$ cat src/rtl/pipe_stage_skid.sv
// Inter-stage pipeline register with valid/ready handshake and optional skid entry.
// Carries a feedback side-band register and a saturating back-pressure counter.
module pipe_stage_skid #(
  parameter int                    PAYLOAD_W = 64,
  parameter logic [PAYLOAD_W-1:0]  NOP_VAL   = '0,
  parameter int                    FB_W      = 1,
  parameter bit                    SKID_EN   = 1'b1,
  parameter int                    CNT_W     = 16
) (
  input  logic                 clk,
  input  logic                 rst,
  input  logic                 flush,
  input  logic                 in_valid,
  output logic                 in_ready,
  input  logic [PAYLOAD_W-1:0] in_data,
  input  logic [FB_W-1:0]      in_fb,
  output logic                 out_valid,
  input  logic                 out_ready,
  output logic [PAYLOAD_W-1:0] out_data,
  output logic [FB_W-1:0]      fb_q,
  output logic [1:0]           occupancy,
  output logic [CNT_W-1:0]     stall_cnt
);

  localparam logic [CNT_W-1:0] CNT_MAX = '1;

  logic                 main_valid;
  logic [PAYLOAD_W-1:0] main_data;
  logic                 skid_valid;
  logic [PAYLOAD_W-1:0] skid_data;
  logic                 acc;
  logic                 take;
  logic                 skid_load;

  assign acc       = in_valid & in_ready;
  assign take      = main_valid & out_ready;
  assign skid_load = acc & main_valid & ~take;

  assign out_valid = main_valid;
  assign out_data  = main_valid ? main_data : NOP_VAL;
  assign occupancy = {1'b0, main_valid} + {1'b0, skid_valid};

  generate
    if (SKID_EN) begin : g_skid
      assign in_ready = ~skid_valid;

      always_ff @(posedge clk) begin
        if (rst) begin
          skid_valid <= 1'b0;
          skid_data  <= NOP_VAL;
        end else if (flush) begin
          skid_valid <= 1'b0;
        end else if (skid_valid & take) begin
          skid_valid <= 1'b0;
        end else if (skid_load) begin
          skid_valid <= 1'b1;
          skid_data  <= in_data;
        end
      end

      // skid only ever fills behind a held main entry
      a_order: assert property (
        @(posedge clk) disable iff (rst)
        skid_valid |-> main_valid
      );
    end else begin : g_noskid
      assign in_ready   = ~main_valid | out_ready;
      assign skid_valid = 1'b0;
      assign skid_data  = NOP_VAL;
    end
  endgenerate

  always_ff @(posedge clk) begin
    if (rst) begin
      main_valid <= 1'b0;
      main_data  <= NOP_VAL;
    end else if (flush) begin
      main_valid <= 1'b0;
      main_data  <= NOP_VAL;
    end else if (skid_valid & take) begin
      main_data  <= skid_data;
    end else if (acc & (~main_valid | take)) begin
      main_valid <= 1'b1;
      main_data  <= in_data;
    end else if (take) begin
      main_valid <= 1'b0;
      main_data  <= NOP_VAL;
    end
  end

  always_ff @(posedge clk) begin
    if (rst) begin
      fb_q <= '0;
    end else if (flush) begin
      fb_q <= '0;
    end else if (acc) begin
      fb_q <= in_fb;
    end
  end

  always_ff @(posedge clk) begin
    if (rst) begin
      stall_cnt <= '0;
    end else if (main_valid & ~out_ready & (stall_cnt != CNT_MAX)) begin
      stall_cnt <= stall_cnt + CNT_W'(1);
    end
  end

endmodule

$ cat config.mk
export PLATFORM = sky130hd
export DESIGN_NAME = pipe_stage_skid
export DESIGN_NICKNAME = d
export VERILOG_FILES = /design/src/rtl/pipe_stage_skid.sv
export SDC_FILE = /design/constraint.sdc
export NUM_CORES = 1
export LEC_CHECK = 0
export ABC_AREA = 0
export BUFFER_PORTS_ARGS = -buffer_cell sky130_fd_sc_hd__buf_2
export CORE_MARGIN = 1
export CORE_UTILIZATION = 57
export DETAILED_ROUTE_END_ITERATION = 6
export PLACE_DENSITY = 0.88
export SLEW_MARGIN = 20
export SYNTH_ARGS = -nofsm -noshare
export SYNTH_HDL_FRONTEND = slang
export SYNTH_SLANG_ARGS = --single-unit
$ cat constraint.sdc
create_clock -name clk -period 2.9 [get_ports clk]
set_clock_uncertainty 0.15 [all_clocks]
set_input_delay 0.145 -clock clk [delete_from_list [all_inputs] [get_ports clk]]
set_output_delay 0.145 -clock clk [all_outputs]
set_load 0.02 [all_outputs]
* After elaboration in Yosys (flattened, before gate mapping)
Cells that the tools add are included.
Widths: inputs -> output; s select.
** Operators by class
- Add/subtract/negate cells :: 2
- Reductions and logical operators :: 6
- Bitwise gates (word level) :: 15
- Equal/unequal tests :: 1
- Mux-type cells :: 6
** Operators with widths (number)
- $mux 64 :: 4
- $add 16x1->16 const B :: 1
- $ne 16x16->1 const B :: 1
- $and 1x1->1 :: 8
- $not 1->1 :: 6
- $reduce_and 3->1 :: 1
- $reduce_bool 3->1 :: 1
- $reduce_or 3->1 :: 1
- $add 1x1->2 :: 1
- $mux 1 :: 2
- $reduce_and 2->1 :: 1
- $reduce_bool 2->1 :: 1
- $reduce_or 2->1 :: 1
- $or 1x1->1 :: 1
** Word-level totals
- Bits of input ports :: 70
- Bits in registers :: 147
- Output and inout bits :: 85
- Logic and storage cells :: 36

* Logic depth before layout (Yosys ltp)
- Depth in word-level cells :: 5
- Gate-level depth with buffers :: 7
- Mapped depth without buffers :: 5

* Worst setup path before layout
OpenSTA, ideal clock, no wires.
- Path kind :: reg-to-reg
- From :: register stall_cnt[0]
- To :: register stall_cnt[1]
- Path slack :: 0.941 ns
- Data required time :: 2.635 ns
- Buffers on the path :: 1
- Cell stages (with the launch flop) :: 7
- Library setup time :: 0.115 ns
- Period minus slack after synthesis :: 1.959 ns
- Arrival time :: 1.694 ns
- Path through :: dfxtp_1 ha_1 nand3_1 nor4_4 buf_6 nor3b_1 o21ba_1
** On the way
- Longest elaborated chain between the ends :: 2
- Elaborated cells on any way between the ends :: 3
- Those cells by class :: add/sub: 1; eq/ne: 1; bitwise: 1
** RTL lines
- start, declared :: line 22 : output logic [CNT_W-1:0] stall_cnt
- start signal, assigned :: line 105 : stall_cnt <= stall_cnt + CNT_W'(1);
- parallel branches: the longest is 2 deep, another holds $add 16x1->16
Parallel ways; which one is timed is not known.
A chain may end at the register's enable or synchronous reset.

* Worst setup path after layout
- From :: register main_valid, in the netlist out_valid
- To :: register skid_data[10]
** On the way
- Longest elaborated chain between the ends :: 4
- Elaborated cells on any way between the ends :: 7
- Those cells by class :: bitwise: 6; reduce/logical: 1
** RTL lines
- start, declared :: line 27 : logic main_valid;
- start signal, assigned :: line 75 : main_valid <= 1'b0;
- start signal, assigned :: line 78 : main_valid <= 1'b0;
- start signal, assigned :: line 83 : main_valid <= 1'b1;
- $and 1x1->1 :: line 36 : assign take = main_valid & out_ready;
- $and 1x1->1 or $not 1->1 (tied branches) :: line 53, 37
- $not 1->1 (no line) or $and 1x1->1 (tied branches)
- $reduce_and 3->1 (no line) (*)
- end signal, assigned :: line 57 : skid_data <= in_data;
- end, declared :: line 30 : logic [PAYLOAD_W-1:0] skid_data;
Mark *: on every way between the ends. The rest lies on a longest branch, timed or not.

==> impl_metrics.yaml <==
sta:
  tightest_slew_ns: 0.906
  timing.hold.ws_ns: 0.00342
  fmax_mhz: 402
  hold_viol_final: 0
  slew_viol_final: 0
  slew_headroom: 0.396
  tns_ns: 0
  setup-violations-final: 0
  period_needed_ns: 2.49
  rsz0062_at_grt: "false"
  period_share: 0.859
routing:
  ant_nets: 0
  viasPerCell: 6.12
  wl_met2_mm: 9.51
  wl_met3_mm: 1.56
  routed_wl_mm: 18.9
  routed.top_layer: "met4"
  drtIter0Drc: 936
  vias: 6364
  met1Wirelength_mm: 7.10
  wire_per_inst_um: 18.2
  drc_errors: 0
  drtPass1Iterations: 7
run:
  max_cap_violations: 0
global_routing:
  antenna_found_initial: 1
  grt_usage: 0.345
  grt_max_degree: 81
  grt_pass1_vias: 6288
  grt_pass1_wl_mm: 30.3
  grt_overflow: 0
clock_tree:
  cts.sinks: 147
  h-tree-depth: 4
  cts_buffers: 17
  clock_tree.root_cell: "clkbuf_8"
  ctsResizeCount: 0
  postCtsSetupBuffers: 0
  clk_latency_ns: 0.54
  cts_tree: "yes"
  clockBufferDepth: 2
  clk_pin_slew_ns: 0.07
power_and_ir_drop:
  switching_share: 0.236
  ir_worst_vdd_mv: 0.341
  p_per_area_mw_per_mm2: 579
  seqPwrFrac: 0.440
  netSwitchingPower_uw: 1120
  p_leak_uw: 0.00335
  p_int_uw: 3620
  power_frac_clock: 0.483
  pwr-share-comb: 0.078
critical_path:
  r2r_cells: 7
  reg2reg_from: "out_valid$_SDFFE_PP0P_"
  worstPathRequired_ns: 3.22
  r2r_slack_ns: 0.41
  reg2reg_to: "skid_data[10]$_SDFFE_PP0P_"
  cp.arrival_ns: 2.81
  end_kind: "register"
  criticalPathCategory: "register to register"
  critical_path.max_fanout: 36
  start_kind: "register"
synth:
  synth_edf_count: 0
  ys_seq_elements: 147
  synth_cells: 687
  synthesis.area_mm2: 0.00606
  yosysWarnings: 0
  syn_nets: 759
  async_flop_share: 0
  synthFlopType: "dfxtp_1"
  synth_sequential_area_ratio: 0.486
  yosysUniqueCellTypes: 37
  syn_area_per_cell_um2: 8.82
floorplanning:
  die_w_um: 105
  rows: 37
  die_h_um: 105
  initial_core_util: 0.587
  coreArea_mm2: 0.0103
  die_area_mm2: 0.0110
  ioPinCount: 155
placed_design:
  hpwl_mm: 10.1
  gp_congestion: 0.790
  port_buffers: 154
worst_hold_path:
  hp-start: "flush"
  hold_end: "skid_data[15]$_SDFFE_PP0P_"
  worstHoldPathCells: 5
  hp-class: "primary input to register"
cells_and_area:
  syn2layout_area_growth_pct: 35.1
  nNetsFinal: 963
  n_antenna_cell: 0
  drive_gt1_frac: 0.233
run_status:
  status: "finished clean"
==> power groups by stage <==
stage	Combinational [uW]	Clock, uW	Sequential, uW
3_3_place_gp	269	0	2120
3_5_place_dp	278	0	2130
2_1_floorplan	176	0	2120
5_1_grt	390	2390	2090
4_1_cts	353	2290	2080
6_report	367	2290	2080
==> worst max-delay path, cell delays in order (launching register included) <==
cell and delay (ns):
dfxtp_2 0.67, nand2b_1 0.11, buf_4 0.21, nor3_4 0.18
buf_4 0.27, nand2_1 0.09, dlygate4sd3_1 0.59, a21oi_1 0.14
==> placed cells by master (no fill, tap or decap), types with 3 or more instances in the layout <==
master	n
buf_4	10
nor2_1	68
dlygate4sd3_1	80
buf_2	154
clkbuf_8	4
a21oi_1	78
and3_1	4
or3_1	3
clkinvlp_4	3
o21ai_0	3
and2_1	65
bufinv_16	3
or4_1	8
o31ai_1	8
dfxtp_1	146
inv_6	3
clkbuf_16	16
nand2_1	136
a222oi_1	64
inv_1	3
nand4_1	5
==> worst max path at each step <==
stage	depth (start not counted)	from	slack, ns	end
after floorplan	6	stall_cnt[0]$_SDFFE_PP0P_	0.94	stall_cnt[1]$_SDFFE_PP0P_
after global placement	5	out_valid$_SDFFE_PP0P_	0.65	main_data[8]$_SDFFE_PP0P_
after detailed placement	5	out_valid$_SDFFE_PP0P_	0.54	main_data[1]$_SDFFE_PP0P_
after CTS	7	out_valid$_SDFFE_PP0P_	0.48	skid_data[62]$_SDFFE_PP0P_
after global routing	7	out_valid$_SDFFE_PP0P_	0.24	skid_data[10]$_SDFFE_PP0P_
final	7	out_valid$_SDFFE_PP0P_	0.41	skid_data[10]$_SDFFE_PP0P_
==> final cells by class <==
| class | instances | area (um2) |
|---|---|---|
| multi-input combinational | 476 | 2750 |
| sequential | 147 | 2940 |
| fill | 627 | 2140 |
| clock inverter | 12 | 168 |
| tap | 136 | 170 |
| timing repair buffer | 246 | 1690 |
| clock buffer | 20 | 455 |
| inverter | 3 | 11.3 |
==> per-stage QoR <==
stage	total power [uW]	std cells	worst slack, ns	cell area [um2]	utilization
5_1_grt	4870	1040	0.242	8190	0.793
2_1_floorplan	2290	687	0.941	6060	-
4_1_cts	4730	1040	0.478	8190	0.793
3_3_place_gp	2390	928	0.647	6760	0.655
3_5_place_dp	2400	928	0.536	6760	0.655
6_report	4740	1040	0.410	8190	0.793
==> state kept, by name, indices dropped and copies added, names as in the netlist <==
signal	flops
out_valid	1
stall_cnt	16
skid_data	64
skid_valid	1
fb_q	1
main_data	64
==> what timing repair did <==
item                                    4_1_cts  5_1_grt
hold endpoints to repair                    131        0
endpoints found under the setup margin        0        0
hold buffers                                 80        0
==> kinds of logic after synthesis <==
group,after synthesis,synth area share
xor+xnor,1,0.00145
compound gates,161,0.196
fa+ha+maj,2,0.00413
buf+inv,64,0.0628
mux,1,0.00165
simple gates,311,0.249
flops,147,0.486
==> routing by layer <==
metal | vias up | GRT usage
met1 | 3000 | 0.405
met5 | - | 0
met4 | 0 | 0.175
met2 | 408 | 0.579
met3 | 86 | 0.0961
li1 | 2870 | -
==> cells in the mapped netlist, types with 2 or more instances <==
library cell,number,area share
nand3_1,2,0.0017
nand2_1,136,0.084
a222oi_1,64,0.11
o21ai_0,3,0.0025
buf_6,16,0.030
or3_1,4,0.0041
o21ba_1,2,0.0033
inv_1,3,0.0019
nor3_1,2,0.0017
nand4_4,2,0.0070
and2_1,65,0.067
or4_1,8,0.0099
and3_1,4,0.0041
nand2b_1,2,0.0021
nor4_1,2,0.0021
ha_1,2,0.0041
clkbuf_1,29,0.018
nor2_1,69,0.043
nor3b_1,2,0.0025
nand4_1,5,0.0052
and4_1,2,0.0029
buf_2,16,0.013
o31ai_1,8,0.0099
o21ai_1,2,0.0017
dfxtp_1,147,0.49
a21oi_1,78,0.064
o21a_1,2,0.0025
Note: power is estimated with default switching activity, not from simulation.
